### src/rtl/vga_timing_gen.sv
// VGA raster timing generator.
// Produces the pixel position, sync levels, visible-area flag, line/frame
// strobes and a completed-frame counter for a parameterised raster (640x480@60
// by default). Every output is driven straight from a flop, so the sync lines
// cannot glitch. Sync levels and display_on are computed from the *next*
// counter values, which keeps them aligned with hpos/vpos in the same cycle.
module vga_timing_gen #(
  parameter int H_DISPLAY = 640,
  parameter int H_FRONT   = 16,
  parameter int H_SYNC    = 96,
  parameter int H_BACK    = 48,
  parameter int V_DISPLAY = 480,
  parameter int V_FRONT   = 10,
  parameter int V_SYNC    = 2,
  parameter int V_BACK    = 33,
  parameter bit SYNC_POL  = 1'b0
) (
  input  logic       clk,
  input  logic       rst_n,
  input  logic       en,
  output logic [9:0] hpos,
  output logic [9:0] vpos,
  output logic       hsync,
  output logic       vsync,
  output logic       display_on,
  output logic       line_start,
  output logic       frame_start,
  output logic [7:0] frame_cnt
);

  // Raster geometry, all in 10-bit counter space.
  localparam int H_TOTAL = H_DISPLAY + H_FRONT + H_SYNC + H_BACK;
  localparam int V_TOTAL = V_DISPLAY + V_FRONT + V_SYNC + V_BACK;

  localparam logic [9:0] H_LAST       = 10'(H_TOTAL - 1);
  localparam logic [9:0] V_LAST       = 10'(V_TOTAL - 1);
  localparam logic [9:0] H_VISIBLE    = 10'(H_DISPLAY);
  localparam logic [9:0] V_VISIBLE    = 10'(V_DISPLAY);
  localparam logic [9:0] H_SYNC_FIRST = 10'(H_DISPLAY + H_FRONT);
  localparam logic [9:0] H_SYNC_LAST  = 10'(H_DISPLAY + H_FRONT + H_SYNC - 1);
  localparam logic [9:0] V_SYNC_FIRST = 10'(V_DISPLAY + V_FRONT);
  localparam logic [9:0] V_SYNC_LAST  = 10'(V_DISPLAY + V_FRONT + V_SYNC - 1);

  // Idle (inactive) sync level.
  localparam logic SYNC_IDLE = ~SYNC_POL;

  logic [9:0] hpos_reg;
  logic [9:0] vpos_reg;
  logic [9:0] hpos_next;
  logic [9:0] vpos_next;
  logic       h_wrap;
  logic       v_wrap;

  logic       hsync_reg;
  logic       vsync_reg;
  logic       display_on_reg;
  logic       hsync_next;
  logic       vsync_next;
  logic       display_on_next;

  logic       line_start_reg;
  logic       frame_start_reg;
  logic       line_start_next;
  logic       frame_start_next;

  logic [7:0] frame_cnt_reg;
  logic [7:0] frame_cnt_next;

  // Next raster position: horizontal steps every pixel, vertical only on the
  // horizontal wrap; both wrap together at the last pixel of the last line.
  always_comb begin
    h_wrap    = (hpos_reg == H_LAST);
    v_wrap    = (vpos_reg == V_LAST);
    hpos_next = h_wrap ? 10'd0 : (hpos_reg + 10'd1);
    vpos_next = vpos_reg;
    if (h_wrap) begin
      vpos_next = v_wrap ? 10'd0 : (vpos_reg + 10'd1);
    end
  end

  // Levels derived from the next position, so they land in the same cycle as
  // the position they describe.
  always_comb begin
    hsync_next = SYNC_IDLE;
    vsync_next = SYNC_IDLE;
    if ((hpos_next >= H_SYNC_FIRST) && (hpos_next <= H_SYNC_LAST)) begin
      hsync_next = SYNC_POL;
    end
    if ((vpos_next >= V_SYNC_FIRST) && (vpos_next <= V_SYNC_LAST)) begin
      vsync_next = SYNC_POL;
    end
    display_on_next = (hpos_next < H_VISIBLE) && (vpos_next < V_VISIBLE);
  end

  // Strobes mark the cycle right after an advance lands on column 0 / (0,0);
  // the frame counter counts those same (0,0) landings.
  always_comb begin
    line_start_next  = en && h_wrap;
    frame_start_next = en && h_wrap && v_wrap;
    frame_cnt_next   = frame_cnt_reg;
    if (frame_start_next) begin
      frame_cnt_next = frame_cnt_reg + 8'd1;
    end
  end

  // Position counters advance only on enabled cycles.
  always_ff @(posedge clk or negedge rst_n) begin
    if (!rst_n) begin
      hpos_reg <= 10'd0;
      vpos_reg <= 10'd0;
    end else if (en) begin
      hpos_reg <= hpos_next;
      vpos_reg <= vpos_next;
    end
  end

  // Sync and visible-area levels; reset values describe position (0,0).
  always_ff @(posedge clk or negedge rst_n) begin
    if (!rst_n) begin
      hsync_reg      <= SYNC_IDLE;
      vsync_reg      <= SYNC_IDLE;
      display_on_reg <= 1'b1;
    end else if (en) begin
      hsync_reg      <= hsync_next;
      vsync_reg      <= vsync_next;
      display_on_reg <= display_on_next;
    end
  end

  // One-cycle strobes; forced low on any cycle without an advance.
  always_ff @(posedge clk or negedge rst_n) begin
    if (!rst_n) begin
      line_start_reg  <= 1'b0;
      frame_start_reg <= 1'b0;
    end else begin
      line_start_reg  <= line_start_next;
      frame_start_reg <= frame_start_next;
    end
  end

  // Completed-frame counter, wraps naturally modulo 256.
  always_ff @(posedge clk or negedge rst_n) begin
    if (!rst_n) begin
      frame_cnt_reg <= 8'd0;
    end else begin
      frame_cnt_reg <= frame_cnt_next;
    end
  end

  assign hpos        = hpos_reg;
  assign vpos        = vpos_reg;
  assign hsync       = hsync_reg;
  assign vsync       = vsync_reg;
  assign display_on  = display_on_reg;
  assign line_start  = line_start_reg;
  assign frame_start = frame_start_reg;
  assign frame_cnt   = frame_cnt_reg;

endmodule

### config.mk
export PLATFORM = sky130hd
export DESIGN_NAME = vga_timing_gen
export DESIGN_NICKNAME = d
export VERILOG_FILES = /design/src/rtl/vga_timing_gen.sv
export SDC_FILE = /design/constraint.sdc
export NUM_CORES = 1
export LEC_CHECK = 0
export BUFFER_PORTS_ARGS = -buffer_cell sky130_fd_sc_hd__buf_2
export CAP_MARGIN = 20
export CELL_PAD_IN_SITES_DETAIL_PLACEMENT = 1
export CELL_PAD_IN_SITES_GLOBAL_PLACEMENT = 1
export CORE_MARGIN = 2
export CORE_UTILIZATION = 38
export CTS_CLUSTER_DIAMETER = 120
export CTS_CLUSTER_SIZE = 28
export DETAILED_ROUTE_END_ITERATION = 8
export MAX_ROUTING_LAYER = met4
export PLACE_DENSITY = 0.75
export SETUP_SLACK_MARGIN = 0.3
export SYNTH_ARGS = -nofsm -noshare
export SYNTH_HDL_FRONTEND = slang
export SYNTH_SLANG_ARGS = --single-unit
### constraint.sdc
create_clock -name clk -period 1.9 [get_ports clk]
set_input_delay 0.285 -clock clk [delete_from_list [all_inputs] [get_ports clk]]
set_output_delay 0.285 -clock clk [all_outputs]
set_load 0.1 [all_outputs]
==> reports/results.txt <==
clk_lat worst skew: 0.31 ns
drt drc: 0
Starting Density: 39.9%
clk_skew: 0.0110 ns
Wirelength per Cell: 20.2 microns
row cnt: 25
Clk network pwr share: 24.7%
via count: 1966
non-filler cells in the finished layout: 347
Syn Area/Cell: 9.43 sq um
core area: 4820 sq um
Seq pwr share: 38.3%
Routability Congestion: 0.906
Final Hold Slack: 0.0464 ns
router iterations before antenna repair: 4
cell total after placement: 322
Post-DP Area: 2450 sq um
clock buffer count from CTS: 5
Clock Path Buffers: 2
Pwr Density: 790 nW/um^2
Worst EP arrival: 2.25 ns
Fin. Hold Viols: 0
die area: 5650 sq um
Post-Syn Area: 1920 sq um
run status: finished with violations
Sw Share: 45.5%
clk root buf: clkbuf_8
Most used DFF post-synth: dfrtp_1
area fraction of the dominant cell type after synthesis: 39.0%
yosys warns: 0
P_sw: 1.05 mW
cell internal pwr: 1.27 mW
post-route cell area: 2940 sq um
crit path max fanout: 5
width of the die: 75.1 microns
maximum clock rate: 0.495 GHz
#FFs+latches synth: 33
die height: 75.1 microns
Comb power frac: 37.0%
htree depth: 2
Synthesized Nets: 212
final wirelength: 7.00 mm
nets: 288
share of cells above drive strength 1: 56.4%
synthesis-to-layout area growth: 52.7%
EDFF count, synth: 0
Max Slew Vio Count: 0
1st-iter DRT viols: 110
Slew headroom: 49.5%
hold crit path type: primary input to asynchronous set/reset pin
WS Path Type: flip-flop to flip-flop
# diodes: 0
CP Data Required Time: 2.13 ns
Synth Instances: 204
total of max-cap violations: 0
failing checks: setup timing
FFs w/ async S/R, synth: 100%
maximum vdd drop: 0.603 mV
unrepaired setup endpoints after global routing: yes
first-pass GRT wire length: 9.47 mm
dpl ws: -0.0527 ns
largest cells by area after synthesis: dfrtp_1 (39%), xnor2_1 (5.0%), dfstp_2 (4.1%)
final period utilization: 106%
pin count of the biggest net entering global routing: 34
post-synthesis sequential area ratio: 43.1%
# hold bufs at CTS: 0
area leader, netlist: dfrtp_1
Routed Antenna Nets: 0
DR vias/cell: 5.67
Reg clk slew, reported paths: 0.07 ns
Static Leak: 1.32 nW
smallest setup slack after layout: -0.120 ns
Tot GR Track Use: 23.2%
num ports: 36
total grt overflow: 0
CTS tree: done
initial antenna violation count: 0
Final Setup Violations: 13
DP HPWL: 3.98 mm
Port Buffers: 35
CP Launch Type: flip-flop
Slew @ Worst Pin: 0.757 ns
Netlist cell types: 49
crit end category: flip-flop
vias in the first global route: 1831
Num Clock Sinks: 33
min Tclk post-route: 2.02 ns
-- area by class of cell --
class                           count  area, sq um
Inverter                            6         25.0
Timing Repair Buffer               83          629
Multi-Input combinational cell    151         1240
Fill cell                         532         1880
Tap cell                           67         83.8
Sequential cell                    33          875
Clock buffer                        7         86.3
-- cell usage after synthesis (all sizes together), types with 3 or more instances --
master / instances
xnor2: 11
nand3: 10
a21oi: 7
or3: 3
ha: 5
nand2: 18
or2: 3
nand3b: 3
nor2: 10
clkbuf: 8
and3: 7
inv: 6
buf: 6
dfrtp: 30
o31ai: 3
a31oi: 5
dfstp: 3
xor2: 5
nand4: 10
o21ai: 16
o41ai: 3
nor3: 6
-- routing by layer --
metal  routed length [microns]  GRT usage, %  up-vias
li1                          -             -      889
met1                      2990          31.0     1002
met2                      3540          36.4       58
met3                       305          4.82       17
met4                       156          5.85        0
met5                         0             -        -
-- through the flow --
| stage | setup TNS (ns) | power (mW) | utilization [%] |
|---|---|---|---|
| 2_1_floorplan | -2.82 | 1.54 | - |
| 3_3_place_gp | -0.0135 | 1.70 | 50.9 |
| 3_5_place_dp | -0.0866 | 1.73 | 50.9 |
| 4_1_cts | -0.0603 | 2.30 | 55.7 |
| 5_1_grt | -1.61 | 2.41 | 61.0 |
| 6_report | -0.710 | 2.32 | 61.0 |
-- cell usage in the layout (no fill, tap or decap), types with 4 or more instances in the layout --
| master | instances |
|---|---|
| dfrtp_2 | 12 |
| clkbuf_8 | 6 |
| xor2_1 | 4 |
| a31oi_1 | 5 |
| and3_1 | 4 |
| dfrtp_1 | 10 |
| nand3_1 | 9 |
| buf_4 | 37 |
| nand2_1 | 15 |
| buf_2 | 30 |
| xnor2_1 | 11 |
| o21ai_1 | 8 |
| nor2_1 | 9 |
| nand4_1 | 10 |
| dfrtp_4 | 8 |
| buf_6 | 11 |
-- final timing paths --
| path | start | to | slack [ns] | cells past startpoint |
|---|---|---|---|---|
| setup / recovery | vpos[1] | vsync | -0.12 | 7 |
| hold / removal | rst_n | vpos[1] | 0.05 | 1 |
| setup reg to reg | vpos[1] | vsync | -0.12 | 7 |
| hold reg to reg | frame_cnt[7] | frame_cnt[7] | 0.46 | 1 |
| max in group asynchronous | rst_n | hpos[0] | 1.28 | 1 |
| min in group clk | en | hsync | 0.31 | 3 |
-- critical path, cell delays in order (launching register included) --
cell and delay (ns):
dfrtp_4 0.51, buf_4 0.15, ha_4 0.15, or4b_4 0.48
a211oi_2 0.20, o221a_2 0.24, buf_4 0.11, a41oi_2 0.10
-- cells by family (layout without fill, tap and decap cells) --
logic type               count (synthesis)  count (layout)  synth area share, %
AO/OA/AOI/OAI                           47              47                 16.4
AND/OR/NAND/NOR                         81              81                 23.8
buffers and inverters                   20              96                 5.01
multiplexers                             2               2                 1.11
flip-flops                              33              33                 43.1
adder cells (fa/ha/maj)                  5               5                 3.25
XOR/XNOR                                16              16                 7.29
-- what timing repair did --
action	CTS	global route
buffers inserted	6	12
setup endpoints to repair	27	30
pin swaps	14	10
gates cloned	0	0
resized for setup	26	36
-- power by group through the flow --
stage | Combinational, mW | Sequential (mW) | Clock, mW
after global routing | 0.899 | 0.899 | 0.615
after detailed placement | 0.831 | 0.896 | 0
final | 0.859 | 0.888 | 0.573
after CTS | 0.846 | 0.885 | 0.571
after global placement | 0.811 | 0.891 | 0
after floorplan | 0.186 | 1.35 | 0
Power figures use the tool's default switching activity.
